==> src/rtl/alu_issue_ctrl_pkg.sv <==
// Shared constants for the execute-stage ALU issue controller: widths, ALU op codes, forward selects.
package alu_issue_ctrl_pkg;

  localparam int WORD_SIZE = 32;
  localparam int REG_AW    = 5;

  localparam logic [2:0] F3_ADD = 3'b000;
  localparam logic [2:0] F3_SUB = 3'b001;
  localparam logic [2:0] F3_MUL = 3'b010;
  localparam logic [2:0] F3_OR  = 3'b110;
  localparam logic [2:0] F3_AND = 3'b111;

  // Operand source chosen at accept time
  localparam logic [1:0] FWD_NONE = 2'd0;  // register-file / immediate value
  localparam logic [1:0] FWD_E    = 2'd1;  // producer still in E: take alu_out next cycle
  localparam logic [1:0] FWD_R    = 2'd2;  // producer in R: take wb_data now

endpackage

==> src/rtl/alu_fwd_sel.sv <==
// Combinational RAW-hazard compare of incoming rs1/rs2 against the E and R destinations.
// Zero latency; no handshake of its own (the caller qualifies the result with its accept).
module alu_fwd_sel
  import alu_issue_ctrl_pkg::*;
(
  input  logic [REG_AW-1:0] rs1_i,
  input  logic [REG_AW-1:0] rs2_i,
  input  logic              b_is_reg_i,
  input  logic              e_vld_i,
  input  logic [REG_AW-1:0] e_rd_i,
  input  logic              r_vld_i,
  input  logic [REG_AW-1:0] r_rd_i,
  output logic [1:0]        sel_a_o,
  output logic [1:0]        sel_b_o
);

  // x0 is hardwired, so index 0 never creates a dependency; the younger producer (E) wins.
  function automatic logic [1:0] pick_src(
    input logic [REG_AW-1:0] rs,
    input logic              e_vld,
    input logic [REG_AW-1:0] e_rd,
    input logic              r_vld,
    input logic [REG_AW-1:0] r_rd
  );
    logic [1:0] sel;
    sel = FWD_NONE;
    if (rs != '0) begin
      if (e_vld && (rs == e_rd)) begin
        sel = FWD_E;
      end else if (r_vld && (rs == r_rd)) begin
        sel = FWD_R;
      end
    end
    return sel;
  endfunction

  always_comb begin
    sel_a_o = pick_src(rs1_i, e_vld_i, e_rd_i, r_vld_i, r_rd_i);
    sel_b_o = FWD_NONE;
    if (b_is_reg_i) begin
      sel_b_o = pick_src(rs2_i, e_vld_i, e_rd_i, r_vld_i, r_rd_i);
    end
  end

endmodule

==> src/rtl/alu_issue_ctrl.sv <==
// Issue register E feeding a registered ALU, result slot R to writeback; accept->wb_valid is 2 edges.
// wb_ready low stalls R, which holds E and drops in_ready; the stalled result is frozen in hold_q.
module alu_issue_ctrl
  import alu_issue_ctrl_pkg::*;
(
  input  logic                 clk,
  input  logic                 rst,
  input  logic                 in_valid,
  output logic                 in_ready,
  input  logic [2:0]           in_funct3,
  input  logic [WORD_SIZE-1:0] in_op_a,
  input  logic [WORD_SIZE-1:0] in_op_b,
  input  logic [REG_AW-1:0]    in_rs1,
  input  logic [REG_AW-1:0]    in_rs2,
  input  logic                 in_b_is_reg,
  input  logic [REG_AW-1:0]    in_rd,
  input  logic                 flush,
  output logic [WORD_SIZE-1:0] alu_a,
  output logic [WORD_SIZE-1:0] alu_b,
  output logic [2:0]           alu_ctrl,
  input  logic [WORD_SIZE-1:0] alu_out,
  output logic                 wb_valid,
  input  logic                 wb_ready,
  output logic [REG_AW-1:0]    wb_rd,
  output logic [WORD_SIZE-1:0] wb_data
);

  logic                 e_vld_q, e_vld_d;
  logic [2:0]           e_f3_q, e_f3_d;
  logic [WORD_SIZE-1:0] e_a_q, e_a_d;
  logic [WORD_SIZE-1:0] e_b_q, e_b_d;
  logic [REG_AW-1:0]    e_rd_q, e_rd_d;
  logic                 fwd_a_q, fwd_a_d;
  logic                 fwd_b_q, fwd_b_d;
  logic                 r_vld_q, r_vld_d;
  logic [REG_AW-1:0]    r_rd_q, r_rd_d;
  logic                 hold_v_q, hold_v_d;
  logic [WORD_SIZE-1:0] hold_q, hold_d;

  logic       r_stall;
  logic       r_retire;
  logic       e_adv;
  logic       e_fire;
  logic       accept;
  logic [1:0] sel_a;
  logic [1:0] sel_b;

  alu_fwd_sel u_fwd_sel (
    .rs1_i      (in_rs1),
    .rs2_i      (in_rs2),
    .b_is_reg_i (in_b_is_reg),
    .e_vld_i    (e_vld_q),
    .e_rd_i     (e_rd_q),
    .r_vld_i    (r_vld_q),
    .r_rd_i     (r_rd_q),
    .sel_a_o    (sel_a),
    .sel_b_o    (sel_b)
  );

  assign r_stall  = r_vld_q && !wb_ready;
  assign r_retire = r_vld_q && wb_ready;
  assign e_adv    = e_vld_q && !r_stall;
  // A flushed op must not reach R even if it would have advanced this edge
  assign e_fire   = e_adv && !flush;
  assign in_ready = !e_vld_q || !r_stall;
  assign accept   = in_valid && in_ready && !flush;

  assign alu_a    = fwd_a_q ? alu_out : e_a_q;
  assign alu_b    = fwd_b_q ? alu_out : e_b_q;
  assign alu_ctrl = e_f3_q;

  assign wb_valid = r_vld_q;
  assign wb_rd    = r_rd_q;
  assign wb_data  = hold_v_q ? hold_q : alu_out;

  always_comb begin
    e_vld_d  = e_vld_q;
    e_f3_d   = e_f3_q;
    e_a_d    = e_a_q;
    e_b_d    = e_b_q;
    e_rd_d   = e_rd_q;
    fwd_a_d  = fwd_a_q;
    fwd_b_d  = fwd_b_q;
    r_vld_d  = r_vld_q;
    r_rd_d   = r_rd_q;
    hold_v_d = hold_v_q;
    hold_d   = hold_q;

    if (accept) begin
      e_vld_d = 1'b1;
      e_f3_d  = in_funct3;
      e_rd_d  = in_rd;
      e_a_d   = (sel_a == FWD_R) ? wb_data : in_op_a;
      e_b_d   = (sel_b == FWD_R) ? wb_data : in_op_b;
      fwd_a_d = (sel_a == FWD_E);
      fwd_b_d = (sel_b == FWD_E);
    end else if (e_adv) begin
      e_vld_d = 1'b0;
      fwd_a_d = 1'b0;
      fwd_b_d = 1'b0;
    end else if (e_vld_q) begin
      // Producer's result is on alu_out for exactly this cycle; capture it before it moves on
      if (fwd_a_q) begin
        e_a_d   = alu_out;
        fwd_a_d = 1'b0;
      end
      if (fwd_b_q) begin
        e_b_d   = alu_out;
        fwd_b_d = 1'b0;
      end
    end

    if (flush) begin
      e_vld_d = 1'b0;
      fwd_a_d = 1'b0;
      fwd_b_d = 1'b0;
    end

    if (e_fire) begin
      r_vld_d = 1'b1;
      r_rd_d  = e_rd_q;
    end else if (r_retire) begin
      r_vld_d = 1'b0;
    end

    if (r_retire) begin
      hold_v_d = 1'b0;
    end else if (r_stall && !hold_v_q) begin
      hold_v_d = 1'b1;
      hold_d   = alu_out;
    end
  end

  always_ff @(posedge clk or negedge rst) begin
    if (!rst) begin
      e_vld_q  <= 1'b0;
      e_f3_q   <= '0;
      e_a_q    <= '0;
      e_b_q    <= '0;
      e_rd_q   <= '0;
      fwd_a_q  <= 1'b0;
      fwd_b_q  <= 1'b0;
      r_vld_q  <= 1'b0;
      r_rd_q   <= '0;
      hold_v_q <= 1'b0;
      hold_q   <= '0;
    end else begin
      e_vld_q  <= e_vld_d;
      e_f3_q   <= e_f3_d;
      e_a_q    <= e_a_d;
      e_b_q    <= e_b_d;
      e_rd_q   <= e_rd_d;
      fwd_a_q  <= fwd_a_d;
      fwd_b_q  <= fwd_b_d;
      r_vld_q  <= r_vld_d;
      r_rd_q   <= r_rd_d;
      hold_v_q <= hold_v_d;
      hold_q   <= hold_d;
    end
  end

endmodule

==> config.mk <==
export PLATFORM = sky130hd
export DESIGN_NAME = alu_issue_ctrl
export DESIGN_NICKNAME = d
export VERILOG_FILES = /design/src/rtl/alu_issue_ctrl_pkg.sv /design/src/rtl/alu_fwd_sel.sv /design/src/rtl/alu_issue_ctrl.sv
export SDC_FILE = /design/constraint.sdc
export NUM_CORES = 1
export LEC_CHECK = 0
export CAP_MARGIN = 20
export CORE_MARGIN = 8
export CORE_UTILIZATION = 47
export DETAILED_ROUTE_END_ITERATION = 8
export PLACE_DENSITY = 0.91
export REMOVE_ABC_BUFFERS = 1
export SLEW_MARGIN = 0
export SYNTH_ARGS = -nofsm -noshare
export SYNTH_HDL_FRONTEND = slang
export SYNTH_HIERARCHICAL = 1
export SYNTH_SLANG_ARGS = --single-unit
==> constraint.sdc <==
create_clock -name clk -period 2.66 [get_ports clk]
set_input_delay 0.399 -clock clk [delete_from_list [all_inputs] [get_ports clk]]
set_output_delay 0.399 -clock clk [all_outputs]
set_load 0.05 [all_outputs]
==> impl.org <==
** Drt
- Residual DRC count :: 0
- Number of nets still failing antenna checks after routing :: 0
- The detailed router placed 6389 vias in this run.
- The first routing iteration left 372 violations.
- Number of vias per cell :: 5.67
- Sum of routed wire length over all layers :: 22400 um
- Dividing the detail-routed wire length by the instance count gives 19.9 um.
- Before antenna repair, the detailed router went through 5 iterations.

** Timing
- On the final layout, the worst hold slack is 487 ps.
- Setup violations remaining at the end of the flow were counted as 0.
- Unrepaired setup endpoints after global routing :: no
- For the final database, setup skew stands at 13.8 ps.
- The worst pin sits at a relative slew slack of 0.593.
- The number of max-slew violations in the final report is 0.
- Transition time of the tightest slew-check pin :: 610 ps
- The final number of hold-violating endpoints was 0.
- Dividing the final minimum period by the clock period gives 0.949.
- Peak clock frequency supported by timing :: 396 MHz
- The worst path in the final design needs a cycle of 2520 ps, including I/O delays and setup.

** Power and ir drop
- Across the VDD grid, the largest voltage drop is 0.584 mV.
- In this run the static leakage power is 4.06 nW.
- Power spread over the standard cell area amounts to 807 nW/um^2.

** Flow run
- Max-cap violations in this run came to 0.

** Worst setup path
- Category of the worst setup path launch point :: register
- The startpoint identified for the worst register-to-register timing path is wb_rd[2].
- Arrival time of data at the critical path endpoint :: 2130 ps
- In this run the worst path has a maximum fanout of 22.
- Worst Path Class, Setup :: reg -> out
- The worst register-to-register path has a setup slack of 360 ps.
- RR Endpoint :: e_b_q[9]
- For the worst setup path, the data required time is 2260 ps.
- The worst setup path is captured at an output pin.
- The number of cells on the worst reg-to-reg path is 9.

** Clock network
- CTS Hold Buffers Added :: 1
- For the worst-skew pair, the clock arrives at the later sink with an insertion delay of 420 ps.
- Clock tree from TritonCTS :: built
- After clock tree synthesis, the clock-pin slew on the worst setup and hold paths is 50 ps.
- Post-CTS Setup Inserts :: 0
- Maximum clock path buffer count :: 2
- The number of clock buffers added by TritonCTS is 17.
- Number of instances resized during post-cts repair :: 0
- For this design, the sink count on the clock tree is 114.
- Clock root cell :: sky130_fd_sc_hd__clkbuf_16
- Number of levels in the clock H-tree :: 4

** Logic synthesis
- Top cells by area, synth :: sky130_fd_sc_hd__dfrtp_1, sky130_fd_sc_hd__mux2_2, sky130_fd_sc_hd__a21oi_1
- The most used flip-flop cell after synthesis is sky130_fd_sc_hd__dfrtp_1.
- For this run, asynchronously set or reset flops after synthesis account for 1.00.
- Synthesis instantiated 32 different standard cells from the library.
- Cell with the most instances after synthesis :: sky130_fd_sc_hd__a21oi_1
- Gate Count Post-Synth :: 721
- Post-synth top area cell :: sky130_fd_sc_hd__dfrtp_1
- In this run, synthesis produced a sequential element count of 114.
- Number of synthesized flops with an enable pin :: 0
- Part of the Yosys area used for sequential elements :: 0.414
- In this run the mean area of a mapped cell was 9.56 sq um.
- Ranking of synthesized cells by instance count :: sky130_fd_sc_hd__a21oi_1, sky130_fd_sc_hd__dfrtp_1, sky130_fd_sc_hd__mux2_2
- After synthesis the cells add up to 6890 sq um.
- Of the post-synthesis cell area, the dominant cell type holds 0.414.
- Yosys printed 6 warnings.

** Global route
- Largest net degree at the start of global routing :: 53
- Wire length of the first global-routing pass :: 35100 um
- Residual overflow from global routing :: 0
- Via count of the first global-routing pass :: 6672
- The initial antenna violation count is 1.
- Across every metal layer, demand over resource in global routing totals 0.238.

** Layout
- Final cell count without fillers :: 1126
- From synthesis to final layout, the design area changed by 39.9%.
- Post-route cell area :: 9640 sq um
- For this run, the post-layout net count is 1049.
- Fraction of final layout cells sized beyond drive strength 1 :: 0.285
- At the end of the flow the core is filled with cells to 0.669.
- The number of antenna diodes in the final layout is 0.
- Fill cells in the final layout number 1140.
- The multi-input combinational cells in the finished layout cover a total of 3580 sq um.
- Registers take 2860 sq um.

** Min path
- The startpoint identified for the worst hold timing path is hold_q[5].
- Endpoint of the worst hold path :: hold_q[5]
- Along the worst hold path, the cell count comes to 1.
- Hold Path Class :: reg -> reg

** Floorplanning
- Effective utilization at floorplan :: 0.478
- After floorplanning, the core was divided into 44 placement rows.
- The floorplan step set the die width to 137 um.
- The floorplan step defined a die boundary enclosing 18800 sq um.
- 226 I/O pins were placed.
- In this run the standard cell core region covers 14400 sq um.
- The die is 137 um tall.

** Placed design
- Cell area after placement :: 9070 sq um
- Port buffering added 225 buffers.
- Cell Count Post-Placement :: 1093
- RD Place Congestion :: 0.855
- Summed over all nets, the half-perimeter wirelength after detailed placement is 15500 um.

** Run status
- The run finished with clean final reports.
==> metal layers <==
| layer | global-route usage | wire, um | vias to the layer above |
|---|---|---|---|
| met5 | 0 | 13 | - |
| met4 | 0.0815 | 483 | 2 |
| met3 | 0.0723 | 1790 | 41 |
| met2 | 0.419 | 11400 | 266 |
| met1 | 0.268 | 8660 | 3116 |
| li1 | - | - | 2964 |
==> sequential cells by signal, indices dropped and copies added, names as in the netlist <==
register and cells:
hold_v_q 1, alu_ctrl 3, e_rd_q 5, fwd_b_q 1, wb_rd 5, fwd_a_q 1, e_vld_q 1, e_a_q 32
wb_valid 1, hold_q 32, e_b_q 32
==> worst max-delay path, stage by stage (launching register included) <==
cell and delay [ps]:
sky130_fd_sc_hd__dfrtp_2 760, sky130_fd_sc_hd__buf_4 350, sky130_fd_sc_hd__mux2_2 380, sky130_fd_sc_hd__buf_4 200
==> stage by stage <==
step / setup slack [ps] / setup TNS, ps / power (mW)
6_report: 135 / 0 / 7.78
3_5_place_dp: -25.6 / -26.2 / 5.60
3_3_place_gp: 43.6 / 0 / 5.52
2_1_floorplan: -1360 / -82010 / 4.50
5_1_grt: 80.5 / 0 / 8.11
4_1_cts: 124 / 0 / 7.82
==> area by class of cell <==
| cell class | count | share of cell area |
|---|---|---|
| clock buffer | 20 | 0.0463 |
| inverter | 37 | 0.0144 |
| tap | 184 | 0.0239 |
| sequential | 114 | 0.296 |
| timing repair buffer | 246 | 0.236 |
| multi-input combinational | 513 | 0.371 |
| clock inverter | 12 | 0.0119 |
==> power breakdown <==
| part | internal [mW] | switching [mW] |
|---|---|---|
| logic | 1.19 | 2.01 |
| clock network | 1.38 | 0.814 |
| registers | 2.13 | 0.250 |
| total | 4.70 | 3.07 |
==> worst max-delay path by stage <==
stage	start	endpoint	cells past startpoint
6_report	fwd_b_q	alu_b[27]	3
5_1_grt	fwd_b_q	alu_b[20]	3
2_1_floorplan	wb_rd[2]	e_b_q[21]	8
3_3_place_gp	in_rs2[2]	e_b_q[10]	10
4_1_cts	fwd_b_q	alu_b[27]	3
3_5_place_dp	in_rs2[2]	e_b_q[3]	10
==> layout by cell type (no fill, tap or decap), drive strengths merged, types with 8 or more instances in the layout <==
| cell | count |
|---|---|
| mux2i | 32 |
| o211ai | 64 |
| clkbuf | 20 |
| inv | 37 |
| nor2 | 72 |
| buf | 118 |
| clkdlybuf4s50 | 127 |
| nand2 | 65 |
| clkinv | 8 |
| a21oi | 128 |
| xnor2 | 8 |
| xor2 | 12 |
| dfrtp | 114 |
| mux2 | 109 |
==> kinds of logic (layout without fill, tap and decap cells) <==
family / after synthesis / after routing / synth area share
XOR/XNOR: 20 / 20 / 0.0254
flip-flops: 114 / 114 / 0.414
buffers and inverters: 94 / 315 / 0.0704
AO/OA/AOI/OAI: 197 / 197 / 0.168
multiplexers: 141 / 141 / 0.225
AND/OR/NAND/NOR: 155 / 155 / 0.0973
Note: power is estimated with default switching activity, not from simulation.
